--- src/rtl/slc3_pkg.sv ---
// Shared SLC-3 datapath types and constants used by the fetch sequencer.
package slc3_pkg;

  localparam int WORD_W = 16;

  localparam logic [1:0] PCMUX_PC_PLUS1 = 2'b00;
  localparam logic [1:0] PCMUX_ADDR     = 2'b01;
  localparam logic [1:0] PCMUX_BUS      = 2'b10;

  typedef enum logic [1:0] {
    IDLE = 2'd0,
    READ = 2'd1,
    DONE = 2'd2
  } fetch_state_t;

endpackage

--- src/rtl/instr_fetch_unit.sv ---
// SLC-3 instruction fetch sequencer: MAR <- PC, PC <- PC+1, timed memory read,
// then IR <- Mem_data with a one-cycle fetch_done pulse.
module instr_fetch_unit
  import slc3_pkg::*;
#(
  parameter int MEM_WAIT = 2
) (
  input  logic              Clk,
  input  logic              Reset,
  input  logic              fetch_req,
  input  logic [WORD_W-1:0] PC_out,
  input  logic [WORD_W-1:0] Mem_data,
  output logic [WORD_W-1:0] MAR_out,
  output logic              Mem_rd,
  output logic              LD_PC,
  output logic [1:0]        PCMUX_sig,
  output logic [WORD_W-1:0] IR_out,
  output logic              busy,
  output logic              fetch_done
);

  generate
    if (MEM_WAIT < 1 || MEM_WAIT > 15) begin : g_bad_mem_wait
      $error("instr_fetch_unit: MEM_WAIT must be in 1..15");
    end
  endgenerate

  localparam logic [3:0] CNT_INIT = 4'(MEM_WAIT - 1);

  fetch_state_t      state_q, state_d;
  logic [3:0]        cnt_q, cnt_d;
  logic [WORD_W-1:0] mar_q, mar_d;
  logic [WORD_W-1:0] ir_q, ir_d;

  always_ff @(posedge Clk) begin
    if (Reset) begin
      state_q <= IDLE;
      cnt_q   <= '0;
      mar_q   <= '0;
      ir_q    <= '0;
    end else begin
      state_q <= state_d;
      cnt_q   <= cnt_d;
      mar_q   <= mar_d;
      ir_q    <= ir_d;
    end
  end

  always_comb begin
    state_d = state_q;
    cnt_d   = cnt_q;
    mar_d   = mar_q;
    ir_d    = ir_q;
    unique case (state_q)
      IDLE: begin
        if (fetch_req) begin
          mar_d   = PC_out;
          cnt_d   = CNT_INIT;
          state_d = READ;
        end
      end
      READ: begin
        // Mem_data is only trusted once the full wait has elapsed
        if (cnt_q == 4'd0) begin
          ir_d    = Mem_data;
          state_d = DONE;
        end else begin
          cnt_d = cnt_q - 4'd1;
        end
      end
      DONE:    state_d = IDLE;
      default: state_d = IDLE;
    endcase
  end

  // The counter still holds its load value only in the first READ cycle,
  // which is where the single PC increment is issued.
  assign LD_PC      = (state_q == READ) && (cnt_q == CNT_INIT);
  assign Mem_rd     = (state_q == READ);
  assign busy       = (state_q != IDLE);
  assign fetch_done = (state_q == DONE);
  assign PCMUX_sig  = PCMUX_PC_PLUS1;
  assign MAR_out    = mar_q;
  assign IR_out     = ir_q;

endmodule

--- config.mk ---
export PLATFORM = sky130hd
export DESIGN_NAME = instr_fetch_unit
export DESIGN_NICKNAME = d
export VERILOG_FILES = /design/src/rtl/slc3_pkg.sv /design/src/rtl/instr_fetch_unit.sv
export SDC_FILE = /design/constraint.sdc
export NUM_CORES = 1
export LEC_CHECK = 0
export ABC_AREA = 1
export BUFFER_PORTS_ARGS = -buffer_cell sky130_fd_sc_hd__buf_2
export CAP_MARGIN = 30
export CORE_MARGIN = 5
export CORE_UTILIZATION = 29
export CTS_CLUSTER_SIZE = 20
export DETAILED_ROUTE_END_ITERATION = 12
export GPL_TIMING_DRIVEN = 0
export PLACE_DENSITY = 0.58
export SYNTH_ARGS = -nofsm -noshare
export SYNTH_HDL_FRONTEND = slang
export SYNTH_SLANG_ARGS = --single-unit
export TNS_END_PERCENT = 100
--- constraint.sdc ---
create_clock -name Clk -period 1.3 [get_ports Clk]
set_input_delay 0.13 -clock Clk [delete_from_list [all_inputs] [get_ports Clk]]
set_output_delay 0.13 -clock Clk [all_outputs]
set_load 0.03 [all_outputs]
Word level (Yosys, flattened, before mapping)
Cells that the tools add are included.
{"block": "word_totals", "regBits": 38, "in_bits": 35, "out_inout_bits": 38, "elab_cells": 26}
{"block": "op_classes", "addsub": 1, "eq_ne": 6, "mux": 6, "n_reduce_logical": 9}
{"operator": "two-way mux 4 bit", "n": 2}
{"operator": "one-hot mux 4 bit (2 select lines)", "n": 1}
{"operator": "AND reduction 2 bit", "n": 3}
{"operator": "== test 4 x 1 -> 1 bit, second input constant", "n": 1}
{"operator": "zero test 4 bit", "n": 1}
{"operator": "two-way mux 2 bit", "n": 2}
{"operator": "inequality test 2 bit, second input constant", "n": 2}
{"operator": "one-hot mux 2 bit (2 select lines)", "n": 1}
{"operator": "nonzero test 2 bit", "n": 2}
{"operator": "subtractor 4 x 1 -> 4 bit, second input constant", "n": 1}
{"operator": "AND reduction 3 bit", "n": 1}
{"operator": "== test 2 x 1 -> 1 bit, second input constant", "n": 1}
{"operator": "== test 2 bit, second input constant", "n": 1}
{"operator": "zero test 2 bit", "n": 1}
{"operator": "inequality test 2 x 1 -> 1 bit, second input constant", "n": 1}
{"operator": "logical AND 1 bit", "n": 1}

Depth between registers and ports, before layout
{"block": "depth", "ltp_word": 3, "depth_mapped": 8, "depth_no_buf": 8}

Least setup slack after synthesis
Ideal clock, no wire load.
{"block": "synth_timing", "path_kind": "flip-flop to flip-flop", "from": "register state_q[0]", "to": "register ir_q[1] (netlist: IR_out[1])", "setup_ns": 0.114, "arrival_ns": 1.159, "slack_ns": 0.027, "path_stages_with_launch": 9, "n_path_buf": 1, "synth_period_minus_slack_ns": 1.273, "cell_sequence": "dfxtp_1 -> inv_2 -> nor2_4 -> inv_2 -> nor2_8 -> inv_6 -> buf_12 -> nor2_4 -> nor2_2"}
{"block": "synth_between", "elab_chain_len": 2}
{"item": "start, declared", "line": "instr_fetch_unit.sv:30", "rtl": "fetch_state_t state_q, state_d;"}
{"item": "start signal, assigned", "line": "instr_fetch_unit.sv:42", "rtl": "state_q <= state_d;"}
{"item": "== test 2 x 1 -> 1 bit"}
{"item": "via Mem_rd", "line": "instr_fetch_unit.sv:14", "rtl": "output logic Mem_rd,"}
{"item": "AND reduction 2 bit (no line)"}
{"item": "end signal, assigned", "line": "instr_fetch_unit.sv:45", "rtl": "ir_q <= ir_d;"}
{"item": "end, declared", "line": "instr_fetch_unit.sv:33", "rtl": "logic [WORD_W-1:0] ir_q, ir_d;"}
The timed path passes the listed nets, and every way through them passes these cells.
A chain may end at the register's enable or synchronous reset.

Worst setup path after layout
{"block": "layout_timing", "from": "register state_q[0]", "to": "output port LD_PC"}
{"block": "layout_between", "elab_chain_len": 2}
{"item": "== test 2 x 1 -> 1 bit", "line": "instr_fetch_unit.sv:78", "rtl": "assign LD_PC = (state_q == READ) && (cnt_q == CNT_INIT);"}
{"item": "logical AND 1 bit", "line": "instr_fetch_unit.sv:78"}
{"item": "end, declared", "line": "instr_fetch_unit.sv:15", "rtl": "output logic LD_PC,"}
No other way between the ends.

==> flow_metrics.tcl <==
set metrics [dict create \
    drtAntennaViolNets 0 \
    area_delta_synth_final_pct 42.44 \
    grt_pass1_wl_um 6072 \
    layout_commonest_cell "buf_2" \
    reg2reg_to "IR_out[5]" \
    dp_slack_ns -0.08711 \
    rows 26 \
    crit_buf_inv 3 \
    core-area_sq_um 5075 \
    clock.fmax_mhz 776.1 \
    synth_adder_area_share_pct 2.492 \
    wl_per_cell_um 11.73 \
    crit_type "flip-flop to output port" \
    wl_met3_um 339 \
    rrSetupSlack_ns 0.11 \
    p_switching_mw 1.135 \
    synth_cell_types 24 \
    final_nets 303 \
    initial_core_util_pct 29.68 \
    rsz0062_at_grt "true" \
    p_seq_share_pct 41.2 \
    p_per_area_nw_per_um2 1575 \
    final_util_pct 42.28 \
    place_congestion 0.7294 \
    synth-xor-area-share_pct 0 \
    clockRootBuffer "clkbuf_8" \
    ctsHtreeMaxLevel 2 \
    peakVddDrop_mv 0.5164 \
    synth_warnings 0 \
    skew_ns 0.004630 \
    wl_met1_um 1708 \
    die_h_um 82.08 \
    grt_antenna_before_repair 0 \
    yosys.area.top_type "dfxtp_1" \
    clkTransAtPathRegs_ns 0.07 \
    routed-via-count 1426 \
    cp.arrival_ns 1.16 \
    crit_path_top_delay_cell "dfxtp_2" \
    grt_use_total_pct 11.63 \
    setup_viol 0 \
    period_needed_ns 1.288 \
    cts_tree "built" \
    multi_input_area_sq_um 690.7 \
    critPathMaxFanout 3 \
    min_to "state_q[0]" \
    dr.pass1.iters 4 \
    syn_area_per_cell_sq_um 8.143 \
    dr_wl_met2_um 1839 \
    post-dp-hpwl_um 2825 \
    synth_top_family_by_area "simple AND/OR/NAND/NOR gates" \
    synth_compound_area_share_pct 12.54 \
    placed_area_sq_um 1948 \
    clock_latency_ns 0.29 \
    die-area_sq_um 6736 \
    io_buffer_count 70 \
    final_cell_mix "buf_2, nor2_1, dfxtp_1, o21ai_0, o21ai_1" \
    synth.area.top_cells "dfxtp_1, nor2_1, o21ai_0, nor2_2, o21ai_1" \
    ff_latch_area_sq_um 767.0 \
    cts.sinks 38 \
    grt_max_degree 12 \
    ios 73 \
    outcome "completed" \
    pwr-share-clk_pct 30.1 \
    diodes 0 \
    grt_overflow 0 \
    highest_layer "met4" \
    synth_area_sq_um 1506 \
    p_int_mw 2.244 \
    switching_share_pct 33.58 \
    total_leakage_power_nw 1.060 \
    die_x_um 82.08 \
    drc_errors 0 \
    critPathLaunchType "flip-flop" \
    hold_depth 2 \
    fillers 565 \
    hp-class "primary input to flip-flop" \
    finalHoldViolCount 0 \
    synth_seq_cells 38 \
    clockBufferDepth 2 \
    critical_path.cell_chain "inv_4, nor2_4, inv_4, nor2_4, buf_6" \
    drt_iter0_drc 43 \
    r2r_start "cnt_q[0]" \
    grt_pass1_vias 1412 \
    numCtsBuffers 5 \
    cpPeakStageDelay_ns 0.36 \
    synth_top_area_share_pct 50.50 \
    synthSimpleGateAreaFrac_pct 26.99 \
    drt-total-wl_um 3928 \
    path_delay_family "flip-flops" \
    p_comb_share_pct 28.7 \
    synth_cells 185 \
    drive_gt1_share_pct 43.77 \
    fin_crit_sh_pct 99.11 \
    synth_mux_area_share_pct 0 \
    viasPerCell 4.257 \
    drv_slew 0 \
    worstPathRequired_ns 1.17 \
    rr_worst_depth 7 \
    maxCapViolCount 0 \
    path_depth 5 \
    worstHoldStart "Reset" \
    tns_ns 0 \
    ys_seq_area_share_pct 50.50 \
    finalInstanceArea_sq_um 2146 \
    fin_ws_ns 0.01155 \
    crit_path_end_kind "output port" \
]
cells in the mapped netlist (all sizes together):
library cell / n
buf: 5
o21ai: 34
a21oi: 3
ha: 3
inv: 9
nor2: 77
nand3: 3
nand2: 7
nor3: 1
clkbuf: 4
conb: 1
dfxtp: 38
state kept, by name, summed over array words and instances (netlist names):
signal / count
state_q: 2
MAR_out: 16
cnt_q: 4
IR_out: 16
area by class of cell:
class / instances / share of cell area, %
plain buffers: 8 / 2.507
multi-input cells: 130 / 32.19
inverters: 9 / 2.391
clock inverters: 1 / 1.399
flip-flops and latches: 38 / 35.74
repair buffers: 73 / 17.84
well taps: 70 / 4.082
clock buffers: 6 / 3.848
power groups by stage:
stage | combinational (mW) | sequential (mW) | clock (mW)
5_1_grt | 1.07 | 1.41 | 1.09
3_3_place_gp | 0.913 | 1.40 | 0
3_5_place_dp | 0.918 | 1.40 | 0
6_report | 0.969 | 1.39 | 1.02
2_1_floorplan | 0.418 | 1.63 | 0
4_1_cts | 0.933 | 1.38 | 1.05
worst reg2reg max path: cells and delay by family, from the launching register on:
kind | cells | cell delay (ns)
adder cells (fa/ha/maj) | 1 | 0.14
flip-flops | 1 | 0.37
AND/OR/NAND/NOR | 3 | 0.33
AO/OA/AOI/OAI | 1 | 0.06
buffers and inverters | 2 | 0.23
worst max-delay path by stage:
stage	from	endpoint
6_report	state_q[0]	LD_PC
4_1_cts	cnt_q[1]	cnt_q[1]
5_1_grt	state_q[0]	LD_PC
2_1_floorplan	state_q[0]	IR_out[1]
3_5_place_dp	cnt_q[0]	cnt_q[1]
3_3_place_gp	cnt_q[0]	cnt_q[1]
cells by family after synthesis:
family / Yosys count
AND/OR/NAND/NOR: 88
AO/OA/AOI/OAI: 37
flip-flops: 38
other: 1
adder cells (fa/ha/maj): 3
buffers and inverters: 18
routing by layer:
| metal | global-route usage [%] | vias to the layer above |
|---|---|---|
| met4 | 3.488 | 0 |
| li1 | - | 740 |
| met1 | 13.29 | 633 |
| met2 | 19.87 | 48 |
| met3 | 4.605 | 5 |
| met5 | 0 | - |
metrics by stage:
| step | hold slack [ns] | instances | power (mW) |
|---|---|---|---|
| detailed placement | 0.3534 | 326 | 2.321 |
| finish | 0.04364 | 335 | 3.379 |
| CTS | 0.03200 | 334 | 3.363 |
| global placement | 0.3501 | 326 | 2.314 |
| floorplan | 0.2024 | 186 | 2.047 |
| global route | 0.04292 | 335 | 3.570 |
repair_timing:
| action | in CTS | in global routing |
|---|---|---|
| pin swaps | 4 | 5 |
| cloned | 0 | 0 |
| setup buffers | 1 | 2 |
| setup endpoints to repair | 15 | 31 |
| hold buffers | 0 | 0 |
| resized for setup | 7 | 24 |
Power figures use the tool's default switching activity.
